`config.mk`:
```
export PLATFORM = sky130hd
export DESIGN_NAME = core_run_controller
export DESIGN_NICKNAME = d
export VERILOG_FILES = /design/src/rtl/core_run_pkg.sv /design/src/rtl/core_run_controller_halt_detector.sv /design/src/rtl/core_run_controller.sv
export SDC_FILE = /design/constraint.sdc
export NUM_CORES = 1
export LEC_CHECK = 0
export ABC_AREA = 1
export ABC_CLOCK_PERIOD_IN_PS = 2500
export CORE_AREA = 5 5 62 106
export CTS_BUF_LIST = sky130_fd_sc_hd__clkbuf_4 sky130_fd_sc_hd__clkbuf_8
export DETAILED_ROUTE_END_ITERATION = 12
export DIE_AREA = 0 0 67 111
export GPL_TIMING_DRIVEN = 0
export PLACE_DENSITY_LB_ADDON = 0.08
export SETUP_SLACK_MARGIN = 0.5
export SYNTH_ARGS = -nofsm -noshare
export SYNTH_HDL_FRONTEND = slang
export SYNTH_SLANG_ARGS = --single-unit
```
`constraint.sdc`:
```
create_clock -name clk -period 2.5 [get_ports clk]
set_input_delay 0.5 -clock clk [delete_from_list [all_inputs] [get_ports clk]]
set_output_delay 0.5 -clock clk [all_outputs]
set_load 0.03 [all_outputs]
```
`src/rtl/core_run_pkg.sv`:
```
// Shared types for the core run/halt sequencer.
package core_run_pkg;

    typedef enum logic [1:0] {
        ST_IDLE  = 2'd0,
        ST_CLEAR = 2'd1,
        ST_RUN   = 2'd2,
        ST_DONE  = 2'd3
    } run_state_t;

    typedef enum logic [1:0] {
        HS_NONE    = 2'd0,
        HS_ZERO    = 2'd1,
        HS_PC      = 2'd2,
        HS_TIMEOUT = 2'd3
    } halt_status_t;

endpackage

```
`src/rtl/core_run_controller_halt_detector.sv`:
```
// Halt condition detector: consecutive-zero counter plus PC sentinel and timeout compares.
module halt_detector
    import core_run_pkg::*;
#(
    parameter int              PC_W       = 8,
    parameter int              INSTR_W    = 9,
    parameter int              CNT_W      = 16,
    parameter int              HALT_ZEROS = 1,
    parameter logic [PC_W-1:0] HALT_PC    = '1
) (
    input  logic               clk,
    input  logic               reset,
    input  logic               run,
    input  logic               launch,
    input  logic [PC_W-1:0]    pc,
    input  logic [INSTR_W-1:0] mach_code,
    input  logic [CNT_W-1:0]   timeout_limit,
    input  logic [CNT_W-1:0]   cycle_count,
    output logic               halt_now,
    output halt_status_t       status
);

    localparam int ZC_W = $clog2(HALT_ZEROS) + 1;
    localparam logic [ZC_W-1:0] ZC_LAST = ZC_W'(HALT_ZEROS - 1);

    logic [ZC_W-1:0] zcnt;
    logic            instr_zero;
    logic            zero_hit;
    logic            pc_hit;
    logic            to_hit;

    assign instr_zero = (mach_code == '0);
    assign zero_hit   = instr_zero && (zcnt == ZC_LAST);
    assign pc_hit     = (pc == HALT_PC);
    assign to_hit     = (timeout_limit != '0) && (cycle_count == timeout_limit);
    assign halt_now   = run && (zero_hit || pc_hit || to_hit);

    always_comb begin
        status = HS_NONE;
        if (zero_hit) begin
            status = HS_ZERO;
        end else if (pc_hit) begin
            status = HS_PC;
        end else if (to_hit) begin
            status = HS_TIMEOUT;
        end
    end

    // Counter freezes on the halt cycle, so it never passes ZC_LAST.
    always_ff @(posedge clk or negedge reset) begin
        if (!reset) begin
            zcnt <= '0;
        end else if (launch) begin
            zcnt <= '0;
        end else if (run && !halt_now) begin
            zcnt <= instr_zero ? zcnt + 1'b1 : '0;
        end
    end

endmodule

```
`src/rtl/core_run_controller.sv`:
```
// Run/halt sequencer beside the core: launches on start edge, gates commits, reports halt cause.
module core_run_controller
    import core_run_pkg::*;
#(
    parameter int              PC_W       = 8,
    parameter int              INSTR_W    = 9,
    parameter int              CNT_W      = 16,
    parameter int              HALT_ZEROS = 1,
    parameter logic [PC_W-1:0] HALT_PC    = '1
) (
    input  logic               clk,
    input  logic               reset,
    input  logic               start,
    input  logic [PC_W-1:0]    pc,
    input  logic [INSTR_W-1:0] mach_code,
    input  logic [CNT_W-1:0]   timeout_limit,
    output logic               core_clear,
    output logic               core_run,
    output logic               busy,
    output logic               done,
    output logic [1:0]         status,
    output logic [PC_W-1:0]    halt_pc,
    output logic [CNT_W-1:0]   cycle_count
);

    run_state_t   state;
    run_state_t   state_nxt;
    halt_status_t status_q;
    halt_status_t hit_status;
    logic         start_q;
    logic         launch;
    logic         running;
    logic         halt_now;

    assign launch  = start && !start_q && ((state == ST_IDLE) || (state == ST_DONE));
    assign running = (state == ST_RUN);

    halt_detector #(
        .PC_W       (PC_W),
        .INSTR_W    (INSTR_W),
        .CNT_W      (CNT_W),
        .HALT_ZEROS (HALT_ZEROS),
        .HALT_PC    (HALT_PC)
    ) u_halt_detector (
        .clk           (clk),
        .reset         (reset),
        .run           (running),
        .launch        (launch),
        .pc            (pc),
        .mach_code     (mach_code),
        .timeout_limit (timeout_limit),
        .cycle_count   (cycle_count),
        .halt_now      (halt_now),
        .status        (hit_status)
    );

    // Edge detector keeps tracking while busy so a held start never relaunches.
    always_ff @(posedge clk or negedge reset) begin
        if (!reset) begin
            start_q <= 1'b0;
        end else begin
            start_q <= start;
        end
    end

    always_ff @(posedge clk or negedge reset) begin
        if (!reset) begin
            state <= ST_IDLE;
        end else begin
            state <= state_nxt;
        end
    end

    always_comb begin
        state_nxt = state;
        case (state)
            ST_IDLE, ST_DONE: if (launch) state_nxt = ST_CLEAR;
            ST_CLEAR:         state_nxt = ST_RUN;
            ST_RUN:           if (halt_now) state_nxt = ST_DONE;
            default:          state_nxt = ST_IDLE;
        endcase
    end

    assign core_clear = (state == ST_CLEAR);
    assign core_run   = running && !halt_now;
    assign busy       = (state == ST_CLEAR) || (state == ST_RUN);
    assign done       = (state == ST_DONE);
    assign status     = status_q;

    always_ff @(posedge clk or negedge reset) begin
        if (!reset) begin
            cycle_count <= '0;
            halt_pc     <= '0;
            status_q    <= HS_NONE;
        end else if (launch) begin
            cycle_count <= '0;
            halt_pc     <= '0;
            status_q    <= HS_NONE;
        end else if (running) begin
            if (halt_now) begin
                halt_pc  <= pc;
                status_q <= hit_status;
            end else if (cycle_count != '1) begin
                cycle_count <= cycle_count + 1'b1;
            end
        end
    end

endmodule
```
Word-level counts from Yosys, hierarchy flattened
Index checks and enable logic that the tools add are counted.

storage, ports and cells
  register bits = 30
  latch bits = 0
  RAM bits = 0
  bits in read-only memories = 0
  input port bits = 36
  output and inout bits = 30
  word-level logic and storage cells = 60
  memories = 0

operators by class
  add/sub/neg operators = 2
  multipliers = 0
  div/mod/pow operators = 0
  order comparisons = 0
  equal/unequal tests = 9
  shift-type cells = 0
  multiplexer cells = 19
  bitwise gates (word level) = 1
  reductions and logical operators = 23

operators with widths
  operator                                             number
  two-way mux 16 bit                                   4
  two-way mux 8 bit                                    3
  adder 16 x 1 -> 16 bit, second input constant        1
  equality test 16 bit                                 1
  two-way mux 2 bit                                    8
  != test 16 bit, second input constant                1
  nonzero test 16 bit                                  1
  logical NOT 9 bit                                    1
  equality test 8 bit, second input constant           1
  nonzero test 2 bit                                   4
  logical AND 1 bit                                    6
  one-hot mux 2 bit (3 select lines)                   1
  equality test 2 bit, second input constant           2
  logical OR 1 bit                                     4
  != test 2 bit, second input constant                 2
  AND reduction 2 bit                                  2
  two-way mux 1 bit                                    3
  AND reduction 3 bit                                  1
  equality test 2 x 1 -> 1 bit, second input constant  1
  logical NOT 1 bit                                    2
  logical NOT 2 bit                                    1
  != test 2 x 1 -> 1 bit, second input constant        1
  OR reduction 2 bit                                   1
  adder 1 bit, second input constant                   1
  NOT 1 bit                                            1

Depth between registers and ports, before layout
  depth after elaboration = 9
  mapped depth = 13

Hierarchy
From an unflattened synthesis, not the netlist that was laid out.

unflattened totals
  cell total of the unflattened synthesis = 342
  area, all modules = 2199.6 µm²

modules (own cells, without submodules)
  module               instances  cells each  area an instance (µm²)  sequential area each (µm²)
  core_run_controller  1          209         1625.3                  725.7
  halt_detector        1          133         574.3                   25.0

Worst setup path after synthesis
Ideal clock, no wire load.

  path type = reg2reg
  start = reg state[0]
  end = reg cycle_count[9]
  setup time = 0.067 ns
  arrival time = 1.953 ns
  slack = 0.480 ns
  cell stages (with the launch flop) = 10
  buffers on the path = 2
  clock period less this slack = 2.020 ns
  path through = dfrtp_1 -> inv_1 -> ha_1 -> inv_1 -> nor2_1 -> inv_1 -> clkbuf_1 -> buf_2 -> nand3_1 -> nand2_1

between the ends
  cells in the longest elaborated chain, start to end = 5
  elaborated cells on any way between the ends = 11
  those cells by class = 3 x eq/ne; 1 x mux; 7 x reduce/logical

ends and longest elaborated chain
  element                                                               RTL line                    text
  start, declared                                                       core_run_controller.sv:26   run_state_t state;
  start signal, assigned                                                core_run_controller.sv:70   state <= state_nxt;
  equality test 2 bit or logical NOT 2 bit (tied branches)              core_run_controller.sv:35   assign launch = start && !start_q && ((state == ST_IDLE) || (state == ST_DONE));
  logical OR 1 bit                                                      core_run_controller.sv:35
  logical AND 1 bit                                                     core_run_controller.sv:35
  != test 2 bit (no source line) or nonzero test 2 bit (tied branches)  n/a
  AND reduction 3 bit (no source line)                                  n/a
  end signal, assigned                                                  core_run_controller.sv:104  cycle_count <= cycle_count + 1'b1;
  end, declared                                                         core_run_controller.sv:23   output logic [CNT_W-1:0] cycle_count

Several ways; a longest one is shown, not always the timed one.
A chain may end at the register's enable or synchronous reset.

Worst setup path in the final report
  start = in timeout_limit[11]
  end = out core_run

between the ends
  cells in the longest elaborated chain, start to end = 6
  elaborated cells on any way between the ends = 7
  those cells by class = 1 x eq/ne; 6 x reduce/logical

ends and longest elaborated chain
  element                                                      RTL line                                 text
  start, declared                                              core_run_controller.sv:16                input logic [CNT_W-1:0] timeout_limit,
  equality test 16 bit or nonzero test 16 bit (tied branches)  core_run_controller_halt_detector.sv:35  assign to_hit = (timeout_limit != '0) && (cycle_count == timeout_limit);
  logical AND 1 bit (*)                                        core_run_controller_halt_detector.sv:35
  logical OR 1 bit (*)                                         core_run_controller_halt_detector.sv:36  assign halt_now = run && (zero_hit || pc_hit || to_hit);
  logical AND 1 bit (*)                                        core_run_controller_halt_detector.sv:36
  logical NOT 1 bit (*)                                        core_run_controller.sv:85                assign core_run = running && !halt_now;
  logical AND 1 bit (*)                                        core_run_controller.sv:85
  end, declared                                                core_run_controller.sv:18                output logic core_run,

Every way passes the cells marked *; elsewhere a longest branch is shown, timed or not.

==> report_table.html <==
<table>
<tr><th>Metric</th><th>Value</th></tr>
<tr><th colspan="2">Floorplan</th></tr>
<tr><td>Overall die width</td><td>67 um</td></tr>
<tr><td>Placement Rows</td><td>36</td></tr>
<tr><td>Core Box Area</td><td>around 0.0055 mm^2</td></tr>
<tr><td>Initial core utilization</td><td>0.394</td></tr>
<tr><td>Number of primary I/O pins</td><td>66</td></tr>
<tr><td>Die outline height</td><td>approximately 110 um</td></tr>
<tr><td>Die area</td><td>approximately 0.0074 mm^2</td></tr>
<tr><th colspan="2">Routing</th></tr>
<tr><td>First-pass DRT Iterations</td><td>4</td></tr>
<tr><td>Post-route DRC</td><td>0</td></tr>
<tr><td>DRT iter0 DRCs</td><td>114</td></tr>
<tr><td>Vias per cell</td><td>slightly below 5</td></tr>
<tr><td>Overall via count from detail_route</td><td>2,426</td></tr>
<tr><td>Routed WL per cell</td><td>roughly 13 um</td></tr>
<tr><td>Number of routed nets with antenna violations</td><td>0</td></tr>
<tr><td>Total length of routed wires</td><td>a little under 7 mm</td></tr>
<tr><th colspan="2">Final layout</th></tr>
<tr><td>Post-route design area</td><td>0.00328 mm^2</td></tr>
<tr><td>Post-layout instance count excluding filler cells</td><td>roughly 500</td></tr>
<tr><td>Core utilization of the finished layout</td><td>0.593</td></tr>
<tr><td>Synth-to-layout area growth</td><td>50.3%</td></tr>
<tr><td>Number of nets in the layout</td><td>between 400 and 500</td></tr>
<tr><td>Diode insertion count for antenna repair</td><td>0</td></tr>
<tr><td>Fraction of layout cells with a size suffix above 1</td><td>0.227</td></tr>
<tr><th colspan="2">Critical path</th></tr>
<tr><td>Critical path's slowest cell</td><td>sky130_fd_sc_hd__dlygate4sd2_1</td></tr>
<tr><td>Worst Path Class, Setup</td><td>in2out</td></tr>
<tr><td>Slowest cell delay on critical path</td><td>around 0.24 ns</td></tr>
<tr><td>Data arrival time of the critical path</td><td>1.62 ns</td></tr>
<tr><td>Most frequent CP cell</td><td>sky130_fd_sc_hd__nand3_4</td></tr>
<tr><td>Kind of capture point of the worst setup path</td><td>output port</td></tr>
<tr><td>Largest fanout on the critical path</td><td>2</td></tr>
<tr><td>Critical path required time</td><td>2.00 ns</td></tr>
<tr><td>Critical path buffers and inverters</td><td>4</td></tr>
<tr><td>Worst setup SP type</td><td>primary input</td></tr>
<tr><td>Largest delay contributor family on the critical path</td><td>simple AND/OR/NAND/NOR gates</td></tr>
<tr><td>Cell breakdown of the critical path</td><td>dlygate4sd2_1 -&gt; inv_1 -&gt; nand3_2 -&gt; nor3_4 -&gt; nand2_2 -&gt; nand3_4 -&gt; nand3_4 -&gt; inv_2 -&gt; buf_6</td></tr>
<tr><th colspan="2">Timing</th></tr>
<tr><td>Final worst path period need</td><td>about 2.1 ns</td></tr>
<tr><td>Share of the clock period used by the worst path</td><td>0.846</td></tr>
<tr><td>Max Transition Viols Final</td><td>0</td></tr>
<tr><td>Relative slew slack</td><td>0.521</td></tr>
<tr><td>Clk_skew</td><td>between 0.004 and 0.005 ns</td></tr>
<tr><td>Setup violators final</td><td>0</td></tr>
<tr><td>Highest Clock Rate</td><td>0.473 GHz</td></tr>
<tr><td>Worst Hold Slack</td><td>between 0.2 and 0.3 ns</td></tr>
<tr><td>Final Hold Viols</td><td>0</td></tr>
<tr><td>PnR worst setup slack</td><td>~0.38 ns</td></tr>
<tr><td>Unrepaired setup endpoints after global routing</td><td>yes</td></tr>
<tr><td>Transition time at the pin with the least slew margin</td><td>~0.7 ns</td></tr>
<tr><td>Setup_tns</td><td>0 ns</td></tr>
<tr><th colspan="2">Power</th></tr>
<tr><td>Areal power density over the cells</td><td>623 mW/mm^2</td></tr>
<tr><td>Total chip power</td><td>2.05 mW</td></tr>
<tr><td>Max VDD drop</td><td>roughly 0.66 mV</td></tr>
<tr><td>Leak Pwr</td><td>1.71 nW</td></tr>
<tr><th colspan="2">Logic synthesis</th></tr>
<tr><td>Leading cell types by count after synthesis</td><td>sky130_fd_sc_hd__nand2_1 (121), sky130_fd_sc_hd__inv_1 (40), sky130_fd_sc_hd__nand3_1 (35)</td></tr>
<tr><td>Number of flops mapped to enable cells by yosys</td><td>0</td></tr>
<tr><td>Per-instance average area after synthesis</td><td>roughly 6.6 um^2</td></tr>
<tr><td>Syn Std Cell Area</td><td>0.00218 mm^2</td></tr>
<tr><td>Flip-flop and latch count after synthesis</td><td>30</td></tr>
<tr><td>Leading area contributor after synthesis</td><td>sky130_fd_sc_hd__dfrtp_1</td></tr>
<tr><td>Most numerous cell in the Yosys netlist</td><td>sky130_fd_sc_hd__nand2_1</td></tr>
<tr><td>Unique masters post-synth</td><td>27</td></tr>
<tr><td>Dominant synthesized flop cell</td><td>sky130_fd_sc_hd__dfrtp_1</td></tr>
<tr><td>Top post-synthesis cells by area</td><td>sky130_fd_sc_hd__dfrtp_1 (34%), sky130_fd_sc_hd__nand2_1 (21%), sky130_fd_sc_hd__nand3_1 (8.0%)</td></tr>
<tr><td>Count of synthesis-stage warnings from yosys</td><td>0</td></tr>
<tr><td>Async S/R FF share, synth</td><td>1.00</td></tr>
<tr><td>Top-area cell type share of the netlist area</td><td>0.344</td></tr>
<tr><td>Proportion of synthesized chip area in sequential cells</td><td>0.344</td></tr>
<tr><td>Number of cells produced by synthesis</td><td>between 300 and 400</td></tr>
<tr><td>Number of nets in the synthesized netlist</td><td>between 300 and 400</td></tr>
<tr><th colspan="2">Placement</th></tr>
<tr><td>GPL Wtd Cong</td><td>around 0.85</td></tr>
<tr><td>Placed Cells</td><td>471</td></tr>
<tr><td>Placed inst area</td><td>between 0.002 and 0.003 mm^2</td></tr>
<tr><td>Final HPWL DP</td><td>between 4 and 5 mm</td></tr>
<tr><td>IO buf count</td><td>65</td></tr>
<tr><td>Pre-CTS WS</td><td>-0.526 ns</td></tr>
<tr><th colspan="2">Clock tree</th></tr>
<tr><td>TritonCTS clock tree</td><td>built</td></tr>
<tr><td>Number of buffers added by the clock tree synthesis step</td><td>5</td></tr>
<tr><td>Clock slew at reported path FFs</td><td>roughly 0.060 ns</td></tr>
<tr><td>CTS Root Buffer Type</td><td>sky130_fd_sc_hd__clkbuf_8</td></tr>
<tr><td>Maximum level of the CTS H-tree</td><td>2</td></tr>
<tr><td>Number of hold buffers added after CTS</td><td>0</td></tr>
<tr><td>Longest Clk Path Bufs</td><td>2</td></tr>
<tr><td>Clock insertion delay at the later pin of the skew report</td><td>0.29 ns</td></tr>
<tr><td>Number of sinks on the clock net</td><td>30</td></tr>
<tr><th colspan="2">Global route</th></tr>
<tr><td>Initial antenna violation count</td><td>0</td></tr>
<tr><td>Total track usage</td><td>0.193</td></tr>
<tr><td>Pin count of the biggest net entering global routing</td><td>31</td></tr>
<tr><td>Wire length of the first global-routing pass</td><td>~11 mm</td></tr>
<tr><td>Global route overflow</td><td>0</td></tr>
<tr><td>Vias in the first global route</td><td>between 2,000 and 2,500</td></tr>
<tr><th colspan="2">Job</th></tr>
<tr><td>Max Cap Violations</td><td>0</td></tr>
<tr><th colspan="2">Run status</th></tr>
<tr><td>Result of the run</td><td>finished, final reports clean</td></tr>
<tr><th colspan="2">Worst hold path</th></tr>
<tr><td>Tightest Hold Check Type</td><td>in2async</td></tr>
</table>
==> per-layer routing <==
layer	vias up	track usage	part of all wire
met5	-	0	0
met4	0	0.0894	0.029
met3	17	0.0335	0.045
met2	61	0.346	0.55
met1	1123	0.208	0.38
li1	1225	-	-
==> cell type report <==
cell class	instances	area [um^2]
Buffer	7	57.6
Fill cell	566	2260
Clock buffer	6	82.6
Multi-Input combinational cell	245	1290
Timing Repair Buffer	91	803
Tap cell	76	95.1
Sequential cell	30	768
Inverter	48	183
==> logic make-up (layout without fill, tap and decap cells) <==
| group | count (synthesis) | after routing | synth area share |
|---|---|---|---|
| AOI/OAI and AO/OA | 7 | 7 | 0.0160 |
| xor gates and xnor gates | 12 | 12 | 0.0481 |
| and+or+nand+nor | 221 | 221 | 0.461 |
| buffers and inverters | 55 | 152 | 0.103 |
| adders and majority gates | 5 | 5 | 0.0286 |
| DFF | 30 | 30 | 0.344 |
==> flip-flops by register name, indices dropped and copies added, names as in the netlist <==
signal,cells
cycle_count,16
halt_pc,8
state,2
status,2
start_q,1
u_halt_detector.zcnt,1
==> worst paths after layout <==
kind,startpoint,end,slack [ns],cells after the start
worst max register to register,state[0],cycle_count[13],0.62,9
max in group asynchronous,reset,cycle_count[13],1.73,1
min in group clk,u_halt_detector.zcnt,u_halt_detector.zcnt,0.50,2
worst min-delay path,reset,start_q,0.26,1
worst max-delay path,timeout_limit[11],core_run,0.38,9
worst min register to register,u_halt_detector.zcnt,u_halt_detector.zcnt,0.50,2
==> cell usage in the layout (no fill, tap or decap), types with 4 or more instances in the layout <==
cell type,synthesis,layout
sky130_fd_sc_hd__buf_4,0,27
sky130_fd_sc_hd__buf_6,2,4
sky130_fd_sc_hd__clkbuf_8,0,6
sky130_fd_sc_hd__clkdlybuf4s50_1,0,32
sky130_fd_sc_hd__dfrtp_1,30,16
sky130_fd_sc_hd__dfrtp_2,0,14
sky130_fd_sc_hd__dlygate4sd2_1,0,24
sky130_fd_sc_hd__ha_1,5,5
sky130_fd_sc_hd__inv_1,40,37
sky130_fd_sc_hd__inv_2,8,10
sky130_fd_sc_hd__nand2_1,121,118
sky130_fd_sc_hd__nand2_2,3,6
sky130_fd_sc_hd__nand3_1,35,32
sky130_fd_sc_hd__nand3_2,2,4
sky130_fd_sc_hd__nand4_1,7,7
sky130_fd_sc_hd__nor2_1,32,27
sky130_fd_sc_hd__nor2_2,1,4
sky130_fd_sc_hd__nor2_4,3,5
sky130_fd_sc_hd__nor3_1,8,5
sky130_fd_sc_hd__o21ai_1,5,5
sky130_fd_sc_hd__xor2_1,11,11
==> repair_timing <==
| item | in CTS | in global routing |
|---|---|---|
| setup endpoints to repair | 32 | 29 |
| pin swaps | 30 | 7 |
| gates resized for setup | 79 | 16 |
| setup buffers | 22 | 4 |
| cloned | 0 | 0 |
==> power breakdown <==
| part | total (mW) | internal, mW | switching, mW |
|---|---|---|---|
| clock network | 0.396 | 0.212 | 0.184 |
| logic | 1.02 | 0.394 | 0.627 |
| registers | 0.629 | 0.548 | 0.0816 |
| total | 2.05 | 1.15 | 0.893 |
Note: power is estimated with default switching activity, not from simulation.
==> edit 1, RTL diff (same flow settings) <==
Register the outputs `core_clear`, `core_run`, `busy` and `done`, cleared by the reset; this adds one clock of latency there. The other outputs are not delayed to match.
--- a/src/rtl/core_run_controller.sv
+++ b/src/rtl/core_run_controller.sv
@@ -82,8 +82,17 @@
     end
 
-    assign core_clear = (state == ST_CLEAR);
-    assign core_run   = running && !halt_now;
-    assign busy       = (state == ST_CLEAR) || (state == ST_RUN);
-    assign done       = (state == ST_DONE);
+    always_ff @(posedge clk or negedge reset) begin
+        if (!reset) begin
+            core_clear <= '0;
+            core_run   <= '0;
+            busy       <= '0;
+            done       <= '0;
+        end else begin
+            core_clear <= (state == ST_CLEAR);
+            core_run   <= running && !halt_now;
+            busy       <= (state == ST_CLEAR) || (state == ST_RUN);
+            done       <= (state == ST_DONE);
+        end
+    end
     assign status     = status_q;
 
Check against the original RTL: not equivalent (Yosys sat finds a counterexample within 4 cycles, from zero or initial values and one cycle with reset low).
==> edit 1 against the original RTL <==
Sequential cell count up 4; total power up 4.1%; global-route usage down 1.6 points; synthesized area up 2.0%; count of clock-buffer cells in the layout up 1; clock power up 9.3%; combinational power down 4%; final area down 1.8%; setup slack better by 0.17 ns; routed wire length down 7.2%; critical endpoint is now cycle_count[6].
==> edit 1: results (changes against the original RTL) <==
.. list-table::
   :header-rows: 1

   * - Metric
     - Value
   * - Status
     - finished, final reports clean
   * - Data arrival time of the critical path
     - 1.45 ns (-0.17 ns)
   * - # fillers
     - 535 (-5.5%)
   * - Count of placed standard cells including taps
     - 468 (-0.64%)
   * - Mean cell area of the mapped netlist
     - 6.81 um^2 (+2.9%)
   * - Largest net degree at the start of global routing
     - 35 (+13%)
   * - Met1 Resource Use GR
     - 0.178 (-0.0296)
   * - Top cell family by delay on the critical path
     - buffers and inverters
   * - Iter 0 DRT Violations
     - 85 (-25%)
   * - GRT Resource Usage Total
     - 0.176 (-0.0165)
   * - Cell with the largest stage delay on the worst path
     - sky130_fd_sc_hd__clkdlybuf4s50_1
   * - Worst r2r dst
     - cycle_count[1]
   * - Routed wire length
     - 6250 um (-7.2%)
   * - Number of library cell types mapped by synthesis
     - 26 (-3.7%)
   * - First-pass GRT wire length
     - 10,200 um (-7.1%)
   * - Maximum single-stage delay on the critical path
     - 0.71 ns (+0.47 ns)
   * - Reg-to-reg slack, setup
     - 0.70 ns (+0.08 ns)
   * - Final HPWL from detailed placement
     - 4730 um (-4.0%)
   * - Slew headroom
     - 0.461 (-0.0597)
   * - Placer congestion estimate
     - 0.821 (-3.5%)
   * - Warning count from the yosys run
     - 0 (unchanged)
   * - Post-synth net total
     - 368 (-0.81%)
   * - Seq/Total Area, Yosys
     - 0.382 (+0.0382)
   * - Commonest cells post-synth
     - sky130_fd_sc_hd__nand2_1 (106), sky130_fd_sc_hd__inv_1 (46), sky130_fd_sc_hd__nor2_1 (38)
   * - Largest clock skew in the final design
     - 0.0108 ns (+0.00629 ns)
   * - Peak VDD IR
     - 0.517 mV (-22%)
   * - Post-detailed-route via-to-cell ratio
     - 4.80 (-0.56%)
   * - Met2 track utilization from global routing
     - 0.340 (-0.00657)
   * - Net count, final
     - 444 (-5.3%)
   * - Leak
     - 1.77 nW (+3.6%)
   * - Proportion of layout cells with a drive suffix above 1
     - 0.116 (-0.111)
   * - Main area contributors after synthesis
     - sky130_fd_sc_hd__dfrtp_1 (38%), sky130_fd_sc_hd__nand2_1 (18%), sky130_fd_sc_hd__nand3_1 (8.1%), sky130_fd_sc_hd__inv_1 (7.7%), sky130_fd_sc_hd__nor2_1 (6.4%)
   * - Maximum fanout encountered on the critical timing path
     - 7 (+5)
   * - Via count of the first global-routing pass
     - 2,263 (-4.6%)
[edit 1: cell types whose count changed after synthesis, moves of 2 or more]
cell	change
sky130_fd_sc_hd__dfrtp_1	+4
sky130_fd_sc_hd__inv_1	+6
sky130_fd_sc_hd__inv_2	-3
sky130_fd_sc_hd__nand2_1	-15
sky130_fd_sc_hd__nand2_2	-2
sky130_fd_sc_hd__nand4_1	-2
sky130_fd_sc_hd__nor2_1	+6
sky130_fd_sc_hd__nor2_4	-2
sky130_fd_sc_hd__nor4_1	-2
sky130_fd_sc_hd__o21ai_0	+3
sky130_fd_sc_hd__o21ai_1	+5
[edit 1: timing repair]
| action | 4_1_cts | 5_1_grt |
|---|---|---|
| pin swaps | 1 | 10 |
| setup buffers | 2 | 1 |
| gates cloned | 0 | 1 |
| gates resized for setup | 7 | 39 |
| setup endpoints to repair | 31 | 37 |
[edit 1: cells by family after synthesis]
logic type               after synthesis  share of synthesized area
buffers and inverters                 58                      0.105
AO/OA/AOI/OAI                         15                     0.0348
adder cells (fa/ha/maj)                5                     0.0281
AND/OR/NAND/NOR                      204                      0.407
flip-flops                            34                      0.382
XOR/XNOR                              11                     0.0432
[edit 1: final cells by class]
type,count,area share
Timing Repair Buffer,69,0.226
Sequential cell,34,0.264
Clock buffer,7,0.0280
Multi-Input combinational cell,235,0.376
Inverter,51,0.0594
Buffer,7,0.0159
Tap cell,76,0.0295
Clock inverter,1,0.00155
[edit 1: worst max-delay path by stage]
stage,end,startpoint
floorplan,cycle_count[8],cycle_count[3]
global placement,cycle_count[12],reset
detailed placement,cycle_count[13],timeout_limit[14]
CTS,cycle_count[0],cycle_count[0]
global route,cycle_count[12],timeout_limit[1]
finish,cycle_count[6],cycle_count[6]
[edit 1: routing by layer]
layer / up-vias / share of wire
li1: 1170 / -
met1: 1063 / 0.37
met2: 59 / 0.57
met3: 10 / 0.039
met4: 0 / 0.020
met5: - / 0
[edit 1: metrics by stage]
| step | utilization | hold slack [ns] | setup slack [ns] |
|---|---|---|---|
| floorplan | - | 0.204 | 0.691 |
| global placement | 0.537 | 0.497 | 0.126 |
| detailed placement | 0.536 | 0.500 | 0.119 |
| CTS | 0.558 | 0.329 | 0.503 |
| global route | 0.582 | 0.368 | 0.479 |
| finish | 0.582 | 0.309 | 0.554 |
[edit 1: power by group]
| group | internal, W | total, W | switching, W | leakage, nW |
|---|---|---|---|---|
| combinational | 0.000404 | 0.000983 | 0.000579 | 1.26 |
| sequential | 0.000632 | 0.000714 | 0.0000820 | 0.459 |
| clock | 0.000233 | 0.000433 | 0.000200 | 0.0517 |
| total | 0.00127 | 0.00213 | 0.000861 | 1.77 |
==> edit 2, RTL diff (same flow settings) <==
Without the edit above. `PC_W` is set to 8 in 2 places; all go to 10.
--- a/src/rtl/core_run_controller_halt_detector.sv
+++ b/src/rtl/core_run_controller_halt_detector.sv
@@ -3,5 +3,5 @@
     import core_run_pkg::*;
 #(
-    parameter int              PC_W       = 8,
+    parameter int              PC_W       = 10,
     parameter int              INSTR_W    = 9,
     parameter int              CNT_W      = 16,
--- a/src/rtl/core_run_controller.sv
+++ b/src/rtl/core_run_controller.sv
@@ -3,5 +3,5 @@
     import core_run_pkg::*;
 #(
-    parameter int              PC_W       = 8,
+    parameter int              PC_W       = 10,
     parameter int              INSTR_W    = 9,
     parameter int              CNT_W      = 16,
Ports: changed (resized halt_pc and pc); port bits go from 66 to 70. The function was not compared with the original's and may differ.
==> edit 2 against the original RTL <==
Final area rose by 8.5%; total power increased by 13%; non-clock buffer count up 17; combinational power up 15%; maximum frequency fell by 1.1%; first-iteration DRC count increased by 20%; routed wire length is 3.9% higher; clock skew increased by 0.00084 ns; utilization rose by 5.1 points; setup slack worse by 0.023 ns; worst hold slack improved by 0.018 ns; synthesized area up 4.0%; sequential cell count rose by 2; highest routed layer unchanged.
==> edit 2: results (changes against the original RTL) <==
.. list-table::
   :header-rows: 1

   * - Metric
     - Value
   * - DR WL/cell
     - 13.1 um (-2.3%)
   * - Seq/Total Area, Yosys
     - 0.353 (+0.00897)
   * - Buffers on Ports
     - 69 (+6.2%)
   * - Area share of fa/ha/maj cells after synthesis
     - 0.0275 (-0.00109)
   * - Number of library cell types mapped by synthesis
     - 23 (-15%)
   * - Main area contributors after synthesis
     - sky130_fd_sc_hd__dfrtp_1 (35%), sky130_fd_sc_hd__nand2_1 (22%), sky130_fd_sc_hd__nand3_1 (8.4%), sky130_fd_sc_hd__inv_1 (6.6%), sky130_fd_sc_hd__nor2_1 (5.8%)
   * - Status
     - finished, final reports clean
   * - Cell Int Power
     - 0.00137 W (+19%)
   * - GRT Resource Usage Total
     - 0.193 (+0.000894)
   * - Sort of element at the start of the critical path
     - flip-flop
   * - Area share of xor/xnor cells in the synthesized design
     - 0.0463 (-0.00183)
   * - Net count, final
     - 501 (+6.8%)
   * - Leak
     - 1.88 nW (+9.7%)
   * - First-pass GRT wire length
     - 11,300 um (+2.8%)
   * - Placer congestion estimate
     - 0.940 (+10%)
   * - Post-synth net total
     - 387 (+4.3%)
   * - Worst r2r dst
     - cycle_count[15]
   * - Total number of vias
     - 2,528 (+4.2%)
   * - Largest registers
     - cycle_count (16), halt_pc (10)
   * - Reg-to-reg slack, setup
     - 0.50 ns (-0.12 ns)
   * - Via count of the first global-routing pass
     - 2,551 (+7.6%)
   * - Number of cell instances on the worst register-to-register path
     - 13 (+4)
   * - Share of total power in sequential cells
     - 0.274 (-0.034)
   * - Final HPWL from detailed placement
     - 4900 um (-0.43%)
   * - Post-placement cell area
     - 3050 um^2 (+4.2%)
   * - # fillers
     - 533 (-5.8%)
   * - Compound-Gate Fraction of Synth Area
     - 0.00882 (-0.00722)
   * - Proportion of layout cells with a drive suffix above 1
     - 0.259 (+0.0321)
   * - Cell with the largest stage delay on the worst path
     - sky130_fd_sc_hd__dfrtp_2
   * - Maximum fanout encountered on the critical timing path
     - 6 (+4)
   * - Iter 0 DRT Violations
     - 137 (+20%)
   * - Pin slew with the least headroom to its limit
     - 0.771 ns (+0.0528 ns)
   * - Clock group total power
     - 0.000509 W (+29%)
   * - Peak VDD IR
     - 0.645 mV (-2.7%)
edit 2: changes by cell type after synthesis, sizes merged, moves of 2 or more:
cell,before,now
nand3,38,41
nand2,125,138
nor2,36,39
nor4,3,1
o21ai,5,3
dfrtp,30,32
edit 2: per-layer routing:
metal / share of wire / wire (um) / vias to the layer above / GRT usage
li1: - / - / 1289 / -
met1: 0.35 / 2480 / 1147 / 0.198
met2: 0.56 / 3910 / 75 / 0.358
met3: 0.053 / 367 / 17 / 0.0345
met4: 0.033 / 233 / 0 / 0.0894
met5: 0 / 0 / - / 0
edit 2: worst max-delay path, delay by kind of cell, from the launching register on:
kind | cells | cell delay (ns)
buf+inv | 2 | 0.17
flops | 1 | 0.46
simple gates | 7 | 0.73
edit 2: cell type report:
class                   count  share of cell area
clock inverters             3              0.0119
inverters                  47              0.0495
flip-flops and latches     32               0.230
well taps                  76              0.0267
repair buffers            107               0.274
plain buffers               8              0.0193
clock buffers               5              0.0193
multi-input cells         257               0.369
edit 2: through the flow:
| stage | utilization | power [W] | std cells | hold WS (ns) | setup slack [ns] |
|---|---|---|---|---|---|
| after floorplan | - | 0.00123 | 344 | 0.204 | 0.573 |
| final | 0.643 | 0.00231 | 535 | 0.278 | 0.362 |
| after global routing | 0.643 | 0.00245 | 535 | 0.337 | 0.284 |
| after detailed placement | 0.551 | 0.00157 | 489 | 0.490 | -0.509 |
| after CTS | 0.595 | 0.00210 | 509 | 0.301 | 0.353 |
| after global placement | 0.552 | 0.00157 | 489 | 0.478 | -0.497 |
edit 2: repair_timing:
item	4_1_cts	5_1_grt
cloned	0	1
pin swaps	21	15
setup endpoints to repair	41	33
setup buffers	12	25
hold endpoints to repair	0	0
resized for setup	64	40
